--- config.mk ---
export PLATFORM = sky130hd
export DESIGN_NAME = fifo_traffic_gen
export DESIGN_NICKNAME = d
export VERILOG_FILES = /design/src/rtl/fifo_traffic_gen.sv
export SDC_FILE = /design/constraint.sdc
export NUM_CORES = 1
export LEC_CHECK = 0
export ABC_AREA = 1
export CORE_MARGIN = 2
export CORE_UTILIZATION = 51
export DETAILED_ROUTE_END_ITERATION = 12
export GPL_TIMING_DRIVEN = 0
export HOLD_SLACK_MARGIN = 0.08
export PLACE_DENSITY = 0.75
export SYNTH_ARGS = -nofsm -noshare
export SYNTH_HDL_FRONTEND = slang
export SYNTH_SLANG_ARGS = --single-unit
--- constraint.sdc ---
create_clock -name clk -period 4.5 [get_ports clk]
set_input_delay 0.45 -clock clk [delete_from_list [all_inputs] [get_ports clk]]
set_output_delay 0.45 -clock clk [all_outputs]
set_load 0.01 [all_outputs]
--- src/rtl/fifo_traffic_gen.sv ---
// fifo_traffic_gen: active FIFO exerciser. Each pass fills the FIFO with an
// incrementing sequence and drains it. Read data is checked against the same
// sequence, and the full/empty/overrun/underrun flags are probed. The error
// count, the first mismatching expected value and a pass/fail verdict are
// reported when the run ends.
module fifo_traffic_gen #(
    parameter int unsigned DATA_W     = 8,
    parameter int unsigned DEPTH      = 16,
    parameter int unsigned NUM_PASSES = 4,
    parameter bit          PROBE_EN   = 1'b1,
    parameter int unsigned TIMEOUT    = 1024
) (
    input  logic              clk,
    input  logic              rst,
    input  logic              start,
    output logic              wr_enb,
    output logic [DATA_W-1:0] wr_data,
    output logic              rd_enb,
    input  logic [DATA_W-1:0] rd_data,
    input  logic              fifo_full,
    input  logic              fifo_empty,
    input  logic              fifo_overrun,
    input  logic              fifo_underrun,
    output logic              busy,
    output logic              done,
    output logic              pass,
    output logic [15:0]       error_count,
    output logic [DATA_W-1:0] first_err_exp
);

    localparam int unsigned CNT_W = $clog2(DEPTH + 1);
    localparam int unsigned TMR_W = $clog2(TIMEOUT + 1);

    typedef enum logic [3:0] {
        S_IDLE,
        S_FILL,
        S_FULL_CHK,
        S_OVF_PROBE,
        S_OVF_CHK,
        S_DRAIN,
        S_EMPTY_CHK,
        S_UDF_PROBE,
        S_UDF_CHK,
        S_DONE
    } state_t;

    state_t            state;
    logic [DATA_W-1:0] wr_seq;
    logic [DATA_W-1:0] rd_seq;
    logic [CNT_W-1:0]  wr_cnt;
    logic [CNT_W-1:0]  rd_cnt;
    logic [7:0]        pass_cnt;
    logic [TMR_W-1:0]  stall;
    logic              cmp_pend;
    logic              have_first;

    logic              wr_acc;
    logic              rd_acc;
    logic              mismatch;
    logic              chk_fail;
    logic              stall_cond;
    logic              stall_hit;
    logic [TMR_W-1:0]  stall_next;
    logic              pass_end;
    logic              to_done;
    logic [1:0]        err_inc;
    logic [16:0]       err_sum;
    logic [15:0]       err_next;

    // FIFO request generation: flow-controlled in FILL/DRAIN, forced in the probe states
    always_comb begin
        wr_enb  = 1'b0;
        rd_enb  = 1'b0;
        wr_data = wr_seq;
        case (state)
            S_FILL:      wr_enb = !fifo_full && (wr_cnt < CNT_W'(DEPTH));
            S_OVF_PROBE: begin
                wr_enb  = 1'b1;
                wr_data = '1;
            end
            S_DRAIN:     rd_enb = !fifo_empty && (rd_cnt < CNT_W'(DEPTH));
            S_UDF_PROBE: rd_enb = 1'b1;
            default:     ;
        endcase
    end

    // Error sources for this cycle and the saturated next error count
    always_comb begin
        wr_acc     = (state == S_FILL) && wr_enb;
        rd_acc     = (state == S_DRAIN) && rd_enb;
        mismatch   = cmp_pend && (rd_data != rd_seq);
        chk_fail   = ((state == S_FULL_CHK)  && !fifo_full)    ||
                     ((state == S_OVF_CHK)   && !fifo_overrun) ||
                     ((state == S_EMPTY_CHK) && !fifo_empty)   ||
                     ((state == S_UDF_CHK)   && !fifo_underrun);
        stall_cond = ((state == S_FILL) && !wr_acc) || ((state == S_DRAIN) && !rd_acc);
        stall_next = stall + 1'b1;
        stall_hit  = stall_cond && (stall_next == TMR_W'(TIMEOUT));
        pass_end   = (state == S_UDF_CHK) || ((state == S_EMPTY_CHK) && !PROBE_EN);
        to_done    = stall_hit || (pass_end && (pass_cnt == 8'(NUM_PASSES - 1)));
        err_inc    = {1'b0, mismatch} + {1'b0, chk_fail} + {1'b0, stall_hit};
        err_sum    = {1'b0, error_count} + 17'(err_inc);
        err_next   = err_sum[16] ? '1 : err_sum[15:0];
    end

    // Sequencer: pass/phase state, sequence counters, stall timer and result registers
    always_ff @(posedge clk) begin
        if (rst) begin
            state         <= S_IDLE;
            wr_seq        <= '0;
            rd_seq        <= '0;
            wr_cnt        <= '0;
            rd_cnt        <= '0;
            pass_cnt      <= '0;
            stall         <= '0;
            cmp_pend      <= 1'b0;
            have_first    <= 1'b0;
            busy          <= 1'b0;
            done          <= 1'b0;
            pass          <= 1'b0;
            error_count   <= '0;
            first_err_exp <= '0;
        end else begin
            error_count <= err_next;
            if (mismatch && !have_first) begin
                first_err_exp <= rd_seq;
                have_first    <= 1'b1;
            end
            // A read accepted this cycle is compared against rd_seq on the next one
            cmp_pend <= rd_acc;
            if (cmp_pend) begin
                rd_seq <= rd_seq + 1'b1;
            end

            case (state)
                S_IDLE, S_DONE: begin
                    if (start) begin
                        error_count   <= '0;
                        first_err_exp <= '0;
                        have_first    <= 1'b0;
                        done          <= 1'b0;
                        pass          <= 1'b0;
                        busy          <= 1'b1;
                        pass_cnt      <= '0;
                        wr_cnt        <= '0;
                        rd_cnt        <= '0;
                        stall         <= '0;
                        state         <= S_FILL;
                    end
                end
                S_FILL: begin
                    if (wr_acc) begin
                        wr_seq <= wr_seq + 1'b1;
                        wr_cnt <= wr_cnt + 1'b1;
                        stall  <= '0;
                        if (wr_cnt == CNT_W'(DEPTH - 1)) begin
                            state <= S_FULL_CHK;
                        end
                    end else begin
                        stall <= stall_next;
                    end
                end
                S_FULL_CHK:  state <= PROBE_EN ? S_OVF_PROBE : S_DRAIN;
                S_OVF_PROBE: state <= S_OVF_CHK;
                S_OVF_CHK:   state <= S_DRAIN;
                S_DRAIN: begin
                    if (rd_acc) begin
                        rd_cnt <= rd_cnt + 1'b1;
                        stall  <= '0;
                        if (rd_cnt == CNT_W'(DEPTH - 1)) begin
                            state <= S_EMPTY_CHK;
                        end
                    end else begin
                        stall <= stall_next;
                    end
                end
                S_EMPTY_CHK: begin
                    if (PROBE_EN) begin
                        state <= S_UDF_PROBE;
                    end
                end
                S_UDF_PROBE: state <= S_UDF_CHK;
                default:     ;
            endcase

            // End of pass and run termination override the per-state transitions above
            if (pass_end) begin
                pass_cnt <= pass_cnt + 1'b1;
                wr_cnt   <= '0;
                rd_cnt   <= '0;
                stall    <= '0;
                state    <= S_FILL;
            end
            if (to_done) begin
                state <= S_DONE;
                busy  <= 1'b0;
                done  <= 1'b1;
                pass  <= (err_next == 16'd0);
            end
        end
    end

endmodule

==> results.md <==
Critical path:
- STA classifies the critical path endpoint as a register.
- The arrival time at the worst endpoint is 4.23 ns.
- The worst register-to-register path ends at pass.
- In this run the worst setup path begins at stall[0].
- The critical path buffer and inverter count is 4.
- The worst register-to-register path has a depth of 25.
- The cell that appears most often on the critical path is sky130_fd_sc_hd__nand2_1.
- In this run the worst path has a maximum fanout of 9.
- The data required time of the worst path is 4.80 ns.
- The family with the most delay on the worst path is simple AND/OR/NAND/NOR gates.
- The worst setup path is of the register to register kind.
- The critical path startpoint category is a register.
- In this design, the stage delay of the slowest critical-path cell is 0.51 ns.
- The register-to-register setup slack is 0.57 ns.
- The largest individual stage delay along the critical path comes from the cell sky130_fd_sc_hd__fa_1.
- The launch point of the worst reg-to-reg path is stall[0].

STA:
- Based on the critical path, the design can be clocked at up to 254 MHz.
- The setup-violating endpoint count in the final report is 0.
- Clock skew on the completed layout was measured at 0.00975 ns.
- The hold violation count in the final report came to 0.
- The transition time at the pin with the least slew margin is 0.554 ns.
- Setup total negative slack on the finished layout was measured at 0 ns.
- The worst path needs 3.93 ns of the cycle, external delays included.
- Setup slack closes at 0.570 ns.
- Setup repair after global routing left no endpoint under its margin.
- The worst slew slack as a fraction of its limit is 63.1%.
- The final count of pins violating max slew was 0.
- After layout, the worst path uses 87.3% of the clock period.

Logic synthesis:
- Sorting the synthesized cells by area gives the leading types as sky130_fd_sc_hd__dfxtp_1 37%, sky130_fd_sc_hd__nand2_1 12%, sky130_fd_sc_hd__inv_1 8.9%.
- The post-synth net total is 662.
- The Yosys step of the flow raised 0 warnings.
- The prevailing post-synth register cell is sky130_fd_sc_hd__dfxtp_1.
- The cell area that synthesis handed to floorplanning was 4240 um2.
- The proportion of register bits with asynchronous set or reset after synthesis is 0%.
- After synthesis, the netlist uses 40 different library cells.
- Of the synthesized area, sequential elements account for 36.8%.
- Synthesis produced a netlist whose cell count is 634.
- Of all cell types, the one taking the most synthesized area is sky130_fd_sc_hd__dfxtp_1.
- The synthesized design contains 0 enable-type register cells.
- The commonest cells after synthesis are 135 x sky130_fd_sc_hd__nand2_1, 101 x sky130_fd_sc_hd__inv_1, 80 x sky130_fd_sc_hd__nor2_1.
- The top cell type by area accounts for 36.8% of the synthesized area.
- After synthesis, the mean cell area works out to 6.69 um2.
- sky130_fd_sc_hd__nand2_1 is the most common cell in the netlist.
- The flip-flop and latch count after synthesis is 78.

Place:
- In this run the tool buffered the top-level ports with 50 buffer cells.
- At the end of routability-driven placement, the weighted congestion stood at 0.906.
- The detailed placer's ending HPWL is 7.55 mm.
- The cell count after placement is 789.
- Before CTS, the worst setup slack after placement is 0.358 ns.

Final layout:
- The net total in the final layout is 723.
- Measured on the finished design, the core utilization comes to 62.7%.
- The fraction of layout instances using a drive strength above 1 is 6.57%.
- The number of antenna diodes in the final layout is 0.
- The total of fill cells in the finished design is 715.
- The area growth from synthesis to layout is 20.1%.
- The finished layout holds 805 standard cells, fillers aside.

Worst hold path:
- The worst hold path passes through 2 cells.
- The classification of the worst-slack hold path is register to register.
- The startpoint identified for the worst hold timing path is first_err_exp[7].
- The worst hold path terminates at first_err_exp[7].

Clock network:
- The H-tree was split into 3 levels.
- Clock tree synthesis inserted a total of 9 buffers.
- Once the clock tree was built, the setup fixing pass inserted 0 buffers.
- In this run, post-CTS hold repair placed 0 buffers.
- The TritonCTS sink count is 78.
- The clock tree root buffer cell is sky130_fd_sc_hd__clkbuf_8.
- The number of buffers between clock root and the deepest sink is 2.
- The quantity of gates resized following cts is 0.
- TritonCTS built the clock tree.
- For the worst-skew pair, the clock arrives at the later sink with an insertion delay of 0.36 ns.
- After clock tree synthesis, the clock-pin slew on the worst setup and hold paths is 0.09 ns.

Die:
- The core area is 8130 um2.
- Pin placement for this block handled 52 I/O pins.
- The die width is 95.2 um.
- The area of the die is 9070 um2.
- The y dimension of the die is 95.2 um.
- The floorplan has 33 rows.
- The starting utilization of the core area is 52.2%.

GRT:
- Global routing consumed, over all layers together, 23.6% of the routing resources.
- The residual overflow from global routing is 0.
- The number of global-route vias before repair is 3900.
- The maximum number of pins on one net before global-route repair is 15.
- The number of antenna violations at the first check in global routing came to 0.
- The first global-routing pass estimated 17.0 mm of wire.

Detailed routing:
- The detailed router placed 4170 vias in this run.
- In the routed layout, each cell is associated on average with a via count of 5.18.
- The first detailed-routing pass took 5 iterations.
- The average detailed-routed wire length per instance is 12.5 um.
- The number of design rule violations left after detail routing is 0.
- In this run, the number of DRC markers left after iteration 0 of detailed routing was 174.
- The final wirelength is 10.1 mm.
- In this run the remaining antenna-violating nets after routing total 0.

Power:
- The relative contribution of sequential cells to total power is 39.6%.
- Power spread over the standard cell area amounts to 379 nW/um2.
- The switching power as a share of total power is 36.1%.
- The total internal power is 1.23 mW.
- For this design the total switching power over the nets is 0.698 mW.
- The leakage power total is 2.06 nW.
- The clock share of power is 30.9%.
- The relative contribution of combinational cells to total power is 29.5%.
- The worst-case IR drop observed on VDD is 245 uV.

Outcome:
- The run finished with clean final reports.

Job:
- The tool flagged a number of max-cap violations equal to 0.
[cells in the final DEF (no fill, tap or decap), types with 4 or more instances in the layout]
cell type / count
sky130_fd_sc_hd__inv_2: 4
sky130_fd_sc_hd__buf_2: 5
sky130_fd_sc_hd__nand2_1: 135
sky130_fd_sc_hd__nand4_1: 12
sky130_fd_sc_hd__nand2_2: 4
sky130_fd_sc_hd__nor3_1: 17
sky130_fd_sc_hd__nor2_4: 6
sky130_fd_sc_hd__a22oi_1: 4
sky130_fd_sc_hd__ha_1: 11
sky130_fd_sc_hd__nand3_1: 48
sky130_fd_sc_hd__clkbuf_1: 5
sky130_fd_sc_hd__a21oi_1: 41
sky130_fd_sc_hd__dfxtp_1: 78
sky130_fd_sc_hd__clkdlybuf4s50_1: 50
sky130_fd_sc_hd__o21ai_0: 31
sky130_fd_sc_hd__xnor2_1: 6
sky130_fd_sc_hd__inv_1: 101
sky130_fd_sc_hd__nor2_1: 80
sky130_fd_sc_hd__o21ai_1: 4
sky130_fd_sc_hd__clkbuf_8: 9
sky130_fd_sc_hd__or2_2: 4
sky130_fd_sc_hd__a31oi_1: 4
[sequential cells by signal, indices dropped and copies added, names as in the netlist]
register,flops
pass,1
first_err_exp,8
cmp_pend,1
busy,1
rd_seq,8
wr_seq,8
error_count,16
pass_cnt,8
wr_cnt,5
have_first,1
stall,11
done,1
state,4
rd_cnt,5
[power groups by stage]
stage	Combinational, mW	Clock [mW]	Sequential [mW]
2_1_floorplan	0.409	0	0.772
3_3_place_gp	0.551	0	0.779
3_5_place_dp	0.566	0	0.779
4_1_cts	0.569	0.605	0.764
5_1_grt	0.651	0.634	0.771
6_report	0.570	0.596	0.765
[worst register-to-register path: stages (launching register included)]
cell and delay, ns:
sky130_fd_sc_hd__dfxtp_1 0.41, sky130_fd_sc_hd__ha_1 0.21, sky130_fd_sc_hd__nand2_1 0.08, sky130_fd_sc_hd__inv_1 0.20, sky130_fd_sc_hd__nand3_1 0.11, sky130_fd_sc_hd__nand2_1 0.08
sky130_fd_sc_hd__nand2_1 0.06, sky130_fd_sc_hd__inv_1 0.05, sky130_fd_sc_hd__nand2_1 0.04, sky130_fd_sc_hd__nor2_1 0.10, sky130_fd_sc_hd__nand2_2 0.15, sky130_fd_sc_hd__fa_1 0.52
sky130_fd_sc_hd__inv_1 0.04, sky130_fd_sc_hd__ha_1 0.22, sky130_fd_sc_hd__fa_1 0.42, sky130_fd_sc_hd__nand2_1 0.09, sky130_fd_sc_hd__nor2_1 0.09, sky130_fd_sc_hd__nand2_1 0.14
sky130_fd_sc_hd__nor2_4 0.08, sky130_fd_sc_hd__inv_2 0.15, sky130_fd_sc_hd__nand3_1 0.11, sky130_fd_sc_hd__nor2_1 0.15, sky130_fd_sc_hd__nand4_1 0.09, sky130_fd_sc_hd__nor2_1 0.16
sky130_fd_sc_hd__nand2_1 0.07, sky130_fd_sc_hd__nand2_1 0.05
[how the worst max path moves through the flow]
| stage | slack [ns] | cells past startpoint | to |
|---|---|---|---|
| finish | 0.57 | 25 | pass |
| global route | 0.08 | 23 | pass |
| CTS | 0.57 | 25 | pass |
| detailed placement | 0.36 | 23 | pass |
| global placement | 0.42 | 23 | pass |
| floorplan | 1.18 | 25 | pass |
[stage by stage]
| step | hold slack [ns] | total power, mW | instance area, um2 |
|---|---|---|---|
| 2_1_floorplan | 0.436 | 1.18 | 4240 |
| 4_1_cts | 0.448 | 1.94 | 5100 |
| 3_5_place_dp | 0.435 | 1.35 | 4880 |
| 5_1_grt | 0.463 | 2.06 | 5100 |
| 3_3_place_gp | 0.429 | 1.33 | 4880 |
| 6_report | 0.446 | 1.93 | 5100 |
[kinds of logic (layout without fill, tap and decap cells)]
group	Yosys count	in the layout	share of synthesized area, %
AND/OR/NAND/NOR	319	319	33.8
buffers and inverters	117	183	10.7
AO/OA/AOI/OAI	98	98	12.7
flip-flops	78	78	36.8
adder cells (fa/ha/maj)	13	13	4.19
XOR/XNOR	9	9	1.86
[cell type report]
type / instances / area, um2 / area share, %
clock buffer: 10 / 128 / 2.50
inverter: 106 / 398 / 7.81
buffer: 11 / 55.1 / 1.08
tap: 105 / 131 / 2.58
sequential: 78 / 1560 / 30.6
clock inverter: 6 / 93.8 / 1.84
timing repair buffer: 50 / 500 / 9.82
multi-input combinational: 439 / 2230 / 43.7
[per-layer routing]
metal | vias up | track usage, % | share of wire [%]
li1 | 2169 | - | -
met1 | 1900 | 32.0 | 48
met2 | 86 | 37.5 | 46
met3 | 15 | 3.87 | 4.2
met4 | 0 | 9.54 | 1.8
met5 | - | 0 | 0
Note: power is estimated with default switching activity, not from simulation.
